### src/rtl/npu_pkg.sv
// Shared NPU word widths, default FIFO depth and word type.
package npu_pkg;

  localparam int unsigned NPU_WORD_W          = 32;
  localparam int unsigned NPU_CFG_W           = 26;
  localparam int unsigned NPU_FIFO_DEPTH_LOG2 = 4;

  typedef logic [NPU_WORD_W-1:0] npu_word_t;

endpackage

### src/rtl/npu_fifo_ram.sv
// 1-write / 1-async-read register array backing the NPU word FIFO.
// Ports: CLK clock; we/waddr/wdata write port; raddr/rdata async read port.
// No reset: contents are only observable after being written.
module npu_fifo_ram
  import npu_pkg::*;
#(
  parameter int unsigned WIDTH = NPU_WORD_W,
  parameter int unsigned AW    = NPU_FIFO_DEPTH_LOG2
) (
  input  logic             CLK,
  input  logic             we,
  input  logic [AW-1:0]    waddr,
  input  logic [WIDTH-1:0] wdata,
  input  logic [AW-1:0]    raddr,
  output logic [WIDTH-1:0] rdata
);

  localparam int unsigned NENT = 1 << AW;

  logic [WIDTH-1:0] mem [NENT];

  // write port
  always_ff @(posedge CLK) begin
    if (we) mem[waddr] <= wdata;
  end

  // asynchronous read port
  assign rdata = mem[raddr];

endmodule

### src/rtl/npu_word_fifo.sv
// Synchronous first-word-fall-through word FIFO between the processor NPU
// port and the NPU core.
// Ports: CLK/RST (async active-high); wr_data/wr_en write side with full and
// almost_full; rd_en/rd_data read side with empty; count occupancy;
// clr_err clears sticky overflow/underflow flags.
module npu_word_fifo
  import npu_pkg::*;
#(
  parameter int unsigned WIDTH      = NPU_WORD_W,
  parameter int unsigned DEPTH_LOG2 = NPU_FIFO_DEPTH_LOG2,
  parameter int unsigned AF_LEVEL   = 12
) (
  input  logic                  CLK,
  input  logic                  RST,
  input  logic [WIDTH-1:0]      wr_data,
  input  logic                  wr_en,
  output logic                  full,
  output logic                  almost_full,
  input  logic                  rd_en,
  output logic [WIDTH-1:0]      rd_data,
  output logic                  empty,
  output logic [DEPTH_LOG2:0]   count,
  input  logic                  clr_err,
  output logic                  overflow,
  output logic                  underflow
);

  localparam int unsigned PW   = DEPTH_LOG2 + 1;
  localparam int unsigned NENT = 1 << DEPTH_LOG2;

  logic [PW-1:0]    wr_ptr;
  logic [PW-1:0]    rd_ptr;
  logic [PW-1:0]    count_nxt;
  logic             wr_acc;
  logic             rd_acc;
  logic [WIDTH-1:0] ram_rdata;

  // acceptance uses this cycle's registered flags only
  always_comb begin
    wr_acc    = wr_en & ~full;
    rd_acc    = rd_en & ~empty;
    count_nxt = count + PW'(wr_acc) - PW'(rd_acc);
  end

  // pointers, occupancy, flow-control flags and sticky errors
  always_ff @(posedge CLK or posedge RST) begin
    if (RST) begin
      wr_ptr      <= '0;
      rd_ptr      <= '0;
      count       <= '0;
      full        <= 1'b0;
      empty       <= 1'b1;
      almost_full <= 1'b0;
      overflow    <= 1'b0;
      underflow   <= 1'b0;
    end else begin
      if (wr_acc) wr_ptr <= wr_ptr + PW'(1);
      if (rd_acc) rd_ptr <= rd_ptr + PW'(1);
      count       <= count_nxt;
      full        <= (count_nxt == PW'(NENT));
      empty       <= (count_nxt == '0);
      almost_full <= (32'(count_nxt) >= AF_LEVEL);
      // set beats clear when both happen in the same cycle
      overflow    <= (wr_en & full)  | (overflow  & ~clr_err);
      underflow   <= (rd_en & empty) | (underflow & ~clr_err);
    end
  end

  npu_fifo_ram #(
    .WIDTH (WIDTH),
    .AW    (DEPTH_LOG2)
  ) u_ram (
    .CLK   (CLK),
    .we    (wr_acc),
    .waddr (wr_ptr[DEPTH_LOG2-1:0]),
    .wdata (wr_data),
    .raddr (rd_ptr[DEPTH_LOG2-1:0]),
    .rdata (ram_rdata)
  );

  // stale array contents never leave the block while empty
  assign rd_data = empty ? '0 : ram_rdata;

endmodule

### config.mk
export PLATFORM = sky130hd
export DESIGN_NAME = npu_word_fifo
export DESIGN_NICKNAME = d
export VERILOG_FILES = /design/src/rtl/npu_pkg.sv /design/src/rtl/npu_fifo_ram.sv /design/src/rtl/npu_word_fifo.sv
export SDC_FILE = /design/constraint.sdc
export NUM_CORES = 1
export LEC_CHECK = 0
export CAP_MARGIN = 20
export CORE_UTILIZATION = 45
export DETAILED_ROUTE_END_ITERATION = 10
export SLEW_MARGIN = 20
export SYNTH_ARGS = -nofsm -noshare
export SYNTH_HDL_FRONTEND = slang
export SYNTH_SLANG_ARGS = --single-unit
### constraint.sdc
create_clock -name CLK -period 3.48 [get_ports CLK]
set_input_delay 0.87 -clock CLK [delete_from_list [all_inputs] [get_ports CLK]]
set_output_delay 0.87 -clock CLK [all_outputs]
set_load 0.05 [all_outputs]
### After elaboration in Yosys (flattened, before gate mapping)

Memory sizes are Yosys's and may differ from the RTL's.
Cells that the tools add are included.

* logic and storage cells: 30
* memories: 1
* output and inout port bits: 42
* bits in writable memories: 512
* input port bits: 37
* register bits: 20

Memories
* u_ram.mem: depth 16, bits a word 32, rd ports 1, clocked after Yosys merged registers in 0, write ports 1, RTL line npu_fifo_ram.sv:20 `logic [WIDTH-1:0] mem [NENT];`

* eq/ne operators: 1
* add/sub/neg operators: 4
* magnitude comparators: 1
* mux-type cells: 3
* bitwise logic cells: 11
* reduce and logical (&&, ||, !) cells: 1

Operators with widths (number)
* 32-bit 2-to-1 mux: 1
* 5-bit by 1-bit adder with 5-bit output (second input constant): 2
* 1-bit AND: 6
* 5-bit by 1-bit adder with 5-bit output: 1
* 5-bit == test (second input constant): 1
* 5-bit by 4-bit greater-or-equal comparator with 1-bit output (second input constant): 1
* 5-bit zero test: 1
* 5-bit by 1-bit subtractor with 5-bit output: 1
* 1-bit NOT: 3
* 1-bit 2-to-1 mux: 2
* 1-bit bitwise OR: 2

### Depth between registers and ports, before layout

Gate-level depths: netlist (run 1).

* word-level depth: 5
* mapped depth: 11
* gate-level depth less buffers: 10

### By module

Synthesis (run 1) repeated with hierarchy kept, for this count alone.

* cell total of the unflattened synthesis: 916
* area, all modules: 20289.5 um^2

Modules (own cells, without submodules)
* npu_fifo_ram: area an instance 19213.4 um^2, seq. area each 15374.7 um^2, cells each 806, times used 1
* npu_word_fifo: area an instance 1076.0 um^2, seq. area each 451.7 um^2, cells each 110, times used 1

### Worst setup path after synthesis (run 1)

Ideal clock, no wire load.

* kind: input to register
* start point: input wr_en
* end point: memory u_ram.mem[3][0] (netlist name) (enable)
* arrival time: 3.638 ns
* data required time: 3.019 ns
* buffers on the path: 1
* setup time: 0.461 ns
* slack: -0.619 ns
* stages on the path: 4
* cell sequence: nor2b_1 clkbuf_1 nand2_1 nor3_1

* longest elaborated chain between the ends: 3

Ends and longest elaborated chain
* from (decl): RTL line npu_word_fifo.sv:16 `input logic wr_en,`
* 1-bit AND: RTL line npu_word_fifo.sv:40 `wr_acc = wr_en & ~full;`
* 1-bit 2-to-1 mux: RTL line npu_fifo_ram.sv:24 `if (we) mem[waddr] <= wdata;`
* 1-bit 2-to-1 mux (not written as such): RTL line npu_fifo_ram.sv:24
* to (decl): RTL line npu_fifo_ram.sv:20

No other way between the ends.

### Worst setup path in the final report (run 1)

* start point: register rd_ptr[0]
* end point: output rd_data[31]

* longest elaborated chain between the ends: 2

Ends and longest elaborated chain
* from (decl): RTL line npu_word_fifo.sv:32 `logic [PW-1:0] rd_ptr;`
* from (signal assigned): RTL line npu_word_fifo.sv:58 `if (rd_acc) rd_ptr <= rd_ptr + PW'(1);`
* memory read 16 x 32 bit
* 32-bit 2-to-1 mux: RTL line npu_word_fifo.sv:82 `assign rd_data = empty ? '0 : ram_rdata;`
* to (decl): RTL line npu_word_fifo.sv:20 `output logic [WIDTH-1:0] rd_data,`

No other way between the ends.

==> results of run 1 <==
[sequential cells by signal, summed over array words and instances, names as in the netlist]
| register | count |
|---|---|
| almost_full | 1 |
| empty | 1 |
| u_ram.mem | 512 |
| full | 1 |
| wr_ptr | 4 |
| underflow | 1 |
| count | 5 |
| rd_ptr | 4 |
| overflow | 1 |
[worst max-delay path: stages, from the launching register on]
cell and delay (ns):
dfrtp_4 0.50, buf_4 0.20, buf_12 0.20, mux2i_1 0.14, a22oi_1 0.21, nand2_1 0.08, o22ai_1 0.32, buf_4 0.28
[per-layer routing]
layer / share of wire (%) / vias up
met3: 5.1 / 73
li1: - / 4841
met5: 0 / -
met2: 47 / 309
met1: 45 / 5497
met4: 2.3 / 0
[placed cells by master (no fill, tap or decap), types with 2 or more instances in the layout]
| cell | count |
|---|---|
| a221oi_1 | 4 |
| a21oi_1 | 2 |
| clkbuf_1 | 7 |
| clkdlybuf4s50_1 | 46 |
| nor2_4 | 13 |
| nor3_4 | 4 |
| mux4_2 | 9 |
| mux2i_1 | 238 |
| nor2b_1 | 2 |
| clkinv_1 | 12 |
| buf_12 | 21 |
| inv_6 | 2 |
| edfxtp_1 | 512 |
| a21o_1 | 3 |
| o21ai_0 | 4 |
| clkbuf_16 | 53 |
| nand2b_1 | 2 |
| ha_1 | 10 |
| bufinv_16 | 11 |
| xnor2_1 | 8 |
| nand2_1 | 65 |
| clkinvlp_4 | 2 |
| buf_6 | 3 |
| clkinv_2 | 11 |
| inv_1 | 12 |
| xor2_1 | 2 |
| a22oi_1 | 110 |
| nor2b_4 | 2 |
| o22ai_2 | 3 |
| o21ai_1 | 18 |
| dfrtp_1 | 16 |
| o22ai_1 | 20 |
| a221oi_2 | 5 |
| buf_4 | 84 |
[cell families (layout without fill, tap and decap cells)]
| group | count (synthesis) | after routing | share of synthesized area (%) |
|---|---|---|---|
| adders and majority gates | 11 | 11 | 0.695 |
| muxes | 247 | 247 | 12.4 |
| xor gates and xnor gates | 10 | 10 | 0.419 |
| buffers and inverters | 77 | 266 | 2.98 |
| and+or+nand+nor | 96 | 96 | 1.95 |
| AOI/OAI and AO/OA | 169 | 169 | 5.82 |
| DFF | 530 | 530 | 75.8 |
[power breakdown]
part / total [W] / internal [W] / switching [W]
combinational: 0.00949 / 0.00345 / 0.00604
sequential: 0.00799 / 0.00773 / 0.000255
clock: 0.00601 / 0.00361 / 0.00240
[Yosys cell counts, types with 2 or more instances]
master,instances,area share [%]
nor2b_1,4,0.12
clkbuf_1,16,0.29
o22ai_1,23,0.69
buf_12,11,1.1
buf_6,14,0.75
ha_1,10,0.60
buf_2,19,0.46
nand2_1,65,1.2
xnor2_1,8,0.34
buf_8,2,0.14
nand2b_1,3,0.090
inv_1,12,0.22
o21ai_0,4,0.096
a221oi_1,5,0.21
o21ai_1,18,0.43
a22oi_1,110,4.0
nor2_1,12,0.22
mux2i_1,238,11
buf_1,2,0.036
a221oi_2,4,0.29
xor2_1,2,0.084
nor3_1,5,0.12
a21o_1,3,0.11
a21oi_1,2,0.048
edfxtp_1,512,74
mux4_2,9,0.97
dfrtp_1,17,2.0
[through the flow]
stage	cells	setup slack, ns
after global routing	1929	0.00575
after detailed placement	1821	0.0127
after global placement	1821	0.123
after CTS	1929	0.0403
after floorplan	1140	0.236
final	1929	0.0736
[final timing paths]
check / startpoint / endpoint / slack, ns / cells past startpoint
min reg2reg: rd_ptr[3] / rd_ptr[3] / 0.51 / 1
max reg2reg: empty / full / 0.97 / 9
min: rd_ptr[3] / rd_ptr[3] / 0.51 / 1
max in group asynchronous: RST / rd_ptr[0] / 2.15 / 2
min in group asynchronous: RST / count[0] / 0.73 / 2
max: rd_ptr[0] / rd_data[31] / 0.07 / 7
[layout make-up]
cell class / instances / area, um^2 / area share, %
inverter: 12 / 45.0 / 0.183
timing repair buffer: 155 / 1560 / 6.33
clock buffer: 60 / 1350 / 5.49
clock inverter: 39 / 483 / 1.96
tap: 600 / 751 / 3.05
multi-input combinational: 533 / 4620 / 18.8
sequential: 530 / 15800 / 64.2
[timing repair]
item,4_1_cts,5_1_grt
endpoints found under the setup margin,23,4
gates cloned,0,0
buffers inserted,9,0
pin swaps,1,0
resized for setup,3,5
==> results.toml, run 1 <==
[outcome]
outcome = "completed"

[grt]
grt-ovfl-total = 0
antenna_found_initial = 0
grt_pass1_vias = 10700
grt_pass1_wl_um = 69900
track_usage_pct = 20.4
busiest_layer = "met2"
grtUsageMet1_pct = 28.8
use_met3_pct = 3.08
met2_usage_pct = 32.5
grt_max_degree = 48

[cells_and_area]
postLayoutCoreUtil_pct = 54.1
syn_to_final_growth_pct = 18.0
diodes = 0
final_net_count = 1333
drive_above_1_share_pct = 17.3
nFillCells = 3563
fin_area_um2 = 24600

[die]
core_um2 = 45600
dieWidth_um = 217
fp.dieArea_um2 = 47300
rows = 78
io_pins = 79
die_h_um = 217
start_util_pct = 45.8

[drt]
vias = 10700
route.detailed.drc = 0
drt_iter0_drc = 753
ant_nets = 0
drt_pass1_iterations = 5
routed_wl_um = 47600
viasPerCell = 5.56
routedWlPerCell_um = 24.7

[timing]
post-route-period-util_pct = 97.9
relSlewSlack_pct = 45.7
rsz0062_at_grt = "no"
skew_ns = 0.0176
timing.hold.ws_ns = 0.509
setup_violations = 0
max_freq_mhz = 294
worst_pin_slew_ns = 0.814
finalHoldViolations = 0
setup-tns-final_ns = 0
fin_crit_ns = 3.41
slew_violations = 0

[place]
place_area_um2 = 22700
portBuffers = 78
hpwlAfterDp_um = 25800
gp_congestion = 0.756

[critical_path]
end_kind = "primary output"
path_class = "flip-flop to primary output"
crit_arrival_ns = 2.54
cp_data_required_time_ns = 2.61
start_kind = "flip-flop"
cp_max_fo = 28

[power_and_ir_drop]
power_w = 0.0235
power_leakage_nw = 8.83
powerDensity_nw_per_um2 = 953
peakVddDrop_v = 0.000758

[synth]
syn_nets = 1188
yosysSeqAreaShare_pct = 75.8
ys.flop_type = "edfxtp_1"
synthDistinctLibCells = 37
synth_edf_count = 512
syn_inst = 1140
async_flop_share_pct = 3.40
synth_seq_cells = 530
avgSynthCellArea_um2 = 18.3
syn_area_um2 = 20900
yosysWarnings = 0

[clock_tree]
cts_tree = "done"
cts-root-buf = "clkbuf_16"
cts_buffer_depth = 3
htreeDepth = 2
numCtsBuffers = 53
path_clk_slew_ns = 0.06
hold_buffers = 0
clk_latency_ns = 0.61
clock_sink_count = 530

[worst_hold_path]
hp-class = "flip-flop to flip-flop"

[run]
maxCapViolCount = 0
Power figures use the tool's default switching activity.
==> inputs of run 2 (changes only) <==
CTS_CLUSTER_SIZE = 16   (was default)
PLACE_DENSITY = 0.64   (was default)
SLEW_MARGIN = 10   (was 20)
==> run 2 against run 1 <==
  * Cell count down 0.47%
  * Critical path type unchanged
  * Fmax is 0.50% higher
  * Wire length shrank 2.0%
  * Global-route usage down 0.17 points
  * Count of clock-buffer cells in the layout increased by 11
  * Critical endpoint is now rd_data[16]
  * Largest cell class unchanged
  * Non-clock buffer count down 10
  * Sequential share of layout area decreased by 1.0 points
  * Clock skew up 0.0033 ns
==> results.toml, run 2 (same netlist as run 1, synthesis figures left out) <==
[outcome]
outcome = "completed"

[drt]
vias = 10800
viasPerCell = 5.63
drt_iter0_drc = 906
routed_wl_um = 46600
routedWlPerCell_um = 24.3
drt_pass1_iterations = 5
ant_nets = 0
route.detailed.drc = 0

[cells_and_area]
multiInputGateArea_um2 = 4720
syn_to_final_growth_pct = 19.9
fin_cells = 1920
largest_register_ffs = 512
final_common_cell = "edfxtp_1"
nFillCells = 3491
final_net_count = 1323
layout_common_cells = "edfxtp_1, mux2i_1, a22oi_1, nand2_1, clkbuf_16"
drive_above_1_share_pct = 17.8
reg_top3 = "u_ram.mem x512, count x5"
regArea_um2 = 15800
fin_area_um2 = 25000
regMostFlops = "u_ram.mem"

[critical_path]
startpoint = "rd_ptr[0]"
path_class = "flip-flop to primary output"
cp_max_fo = 18
r2r-start = "empty"
endpoint = "rd_data[16]"
regToRegEndpoint = "full"
end_kind = "primary output"
start_kind = "flip-flop"
crit_arrival_ns = 2.52
cp_data_required_time_ns = 2.61
rrSetupSlack_ns = 1.00
reg2regPathDepth = 9

[die]
core_um2 = 45600
fp.dieArea_um2 = 47300
start_util_pct = 45.8
io_pins = 79
die_h_um = 217
dieWidth_um = 217
rows = 78

[place]
hpwlAfterDp_um = 24800
place_area_um2 = 23000
dpl.cell_count = 1818
gp_congestion = 0.743
portBuffers = 78

[power_and_ir_drop]
share_seq_of_total_power_pct = 32.7
clkPwrFrac_pct = 24.4
power_leakage_nw = 8.94
peakVddDrop_v = 0.000948
swShare_pct = 36.3
power_frac_comb_pct = 42.9
power.switching_w = 0.00890
powerDensity_nw_per_um2 = 978
internal_power_w = 0.0156

[timing]
finalHoldViolations = 0
rsz0062_at_grt = "yes"
max_freq_mhz = 295
setup_violations = 0
relSlewSlack_pct = 48.0
post-route-period-util_pct = 97.4
worst_pin_slew_ns = 0.779
slew_violations = 0
skew_ns = 0.0209
fin_crit_ns = 3.39

[grt]
grt_max_degree = 44
grt_pass1_vias = 11000
grt_pass1_wl_um = 70000
track_usage_pct = 20.2
grt-ovfl-total = 0
antenna_found_initial = 1

[clock_tree]
hold_buffers = 0
cts_tree = "done"
htreeDepth = 2
cts-root-buf = "clkbuf_16"
cts_buffer_depth = 3
clk_latency_ns = 0.61
path_clk_slew_ns = 0.06
numCtsBuffers = 53
clock_sink_count = 530

[worst_hold_path]
hp-class = "flip-flop to flip-flop"

[run]
maxCapViolCount = 0
==> run 2: cell count changes in the layout (fill, tap and decap cells not counted), sizes merged <==
| cell | delta |
|---|---|
| clkbuf | +11 |
| diode | +1 |
| clkinvlp | -2 |
| bufinv | -3 |
| buf | -10 |
| clkinv | -5 |
| inv | -1 |
==> run 2: worst max-delay path: stages, from the launching register on <==
cell     delay [ns]
dfrtp_4        0.58
buf_12         0.23
buf_6          0.22
mux2i_1        0.11
a22oi_1        0.20
nand2_1        0.09
o22ai_1        0.29
buf_12         0.18
==> run 2: area by class of cell <==
cell class | count | area share (%)
timing repair buffer | 145 | 7.37
clock inverter | 28 | 1.44
antenna | 1 | 0.00999
multi-input combinational | 533 | 18.9
sequential | 530 | 63.2
tap | 600 | 3.00
inverter | 12 | 0.180
clock buffer | 71 | 5.93
==> run 2: layer usage <==
metal | global-route usage, % | wire [um] | vias to the layer above
li1 | - | - | 4827
met1 | 27.9 | 20500 | 5633
met2 | 33.2 | 22600 | 281
met3 | 3.43 | 2500 | 77
met4 | 5.70 | 1040 | 0
met5 | 0 | 0 | -
==> run 2: stage by stage <==
step                TNS, ns  hold slack (ns)  total power (W)  util (%)  setup WS, ns
CTS                       0            0.515           0.0244      54.6       0.00237
detailed placement        0            0.504           0.0184      50.5        0.0559
global placement          0            0.499           0.0183      50.5         0.143
floorplan                 0            0.460           0.0144         -         0.236
finish                    0            0.512           0.0245      54.9        0.0905
global route        -0.0915            0.544           0.0255      54.9       -0.0515
==> run 2: what timing repair did <==
action                                  in CTS  in global routing
endpoints found under the setup margin       8                 22
resized for setup                            7                 23
setup buffers                                2                  0
==> run 2: worst min path at each step <==
| stage | from | to | slack [ns] | cells past startpoint |
|---|---|---|---|---|
| after CTS | rd_ptr[3] | rd_ptr[3] | 0.52 | 1 |
| after detailed placement | rd_ptr[3] | rd_ptr[3] | 0.50 | 1 |
| final | rd_ptr[3] | rd_ptr[3] | 0.51 | 1 |
| after global routing | rd_ptr[3] | rd_ptr[3] | 0.54 | 1 |
| after global placement | rd_ptr[3] | rd_ptr[3] | 0.50 | 1 |
| after floorplan | rd_ptr[3] | rd_ptr[3] | 0.46 | 1 |
==> run 2: power by group through the flow <==
| stage | sequential (W) | combinational, W | clock, W |
|---|---|---|---|
| detailed placement | 0.00815 | 0.0102 | 0 |
| CTS | 0.00801 | 0.0103 | 0.00608 |
| global placement | 0.00812 | 0.0102 | 0 |
| finish | 0.00802 | 0.0105 | 0.00597 |
| floorplan | 0.00821 | 0.00619 | 0 |
| global route | 0.00807 | 0.0111 | 0.00633 |
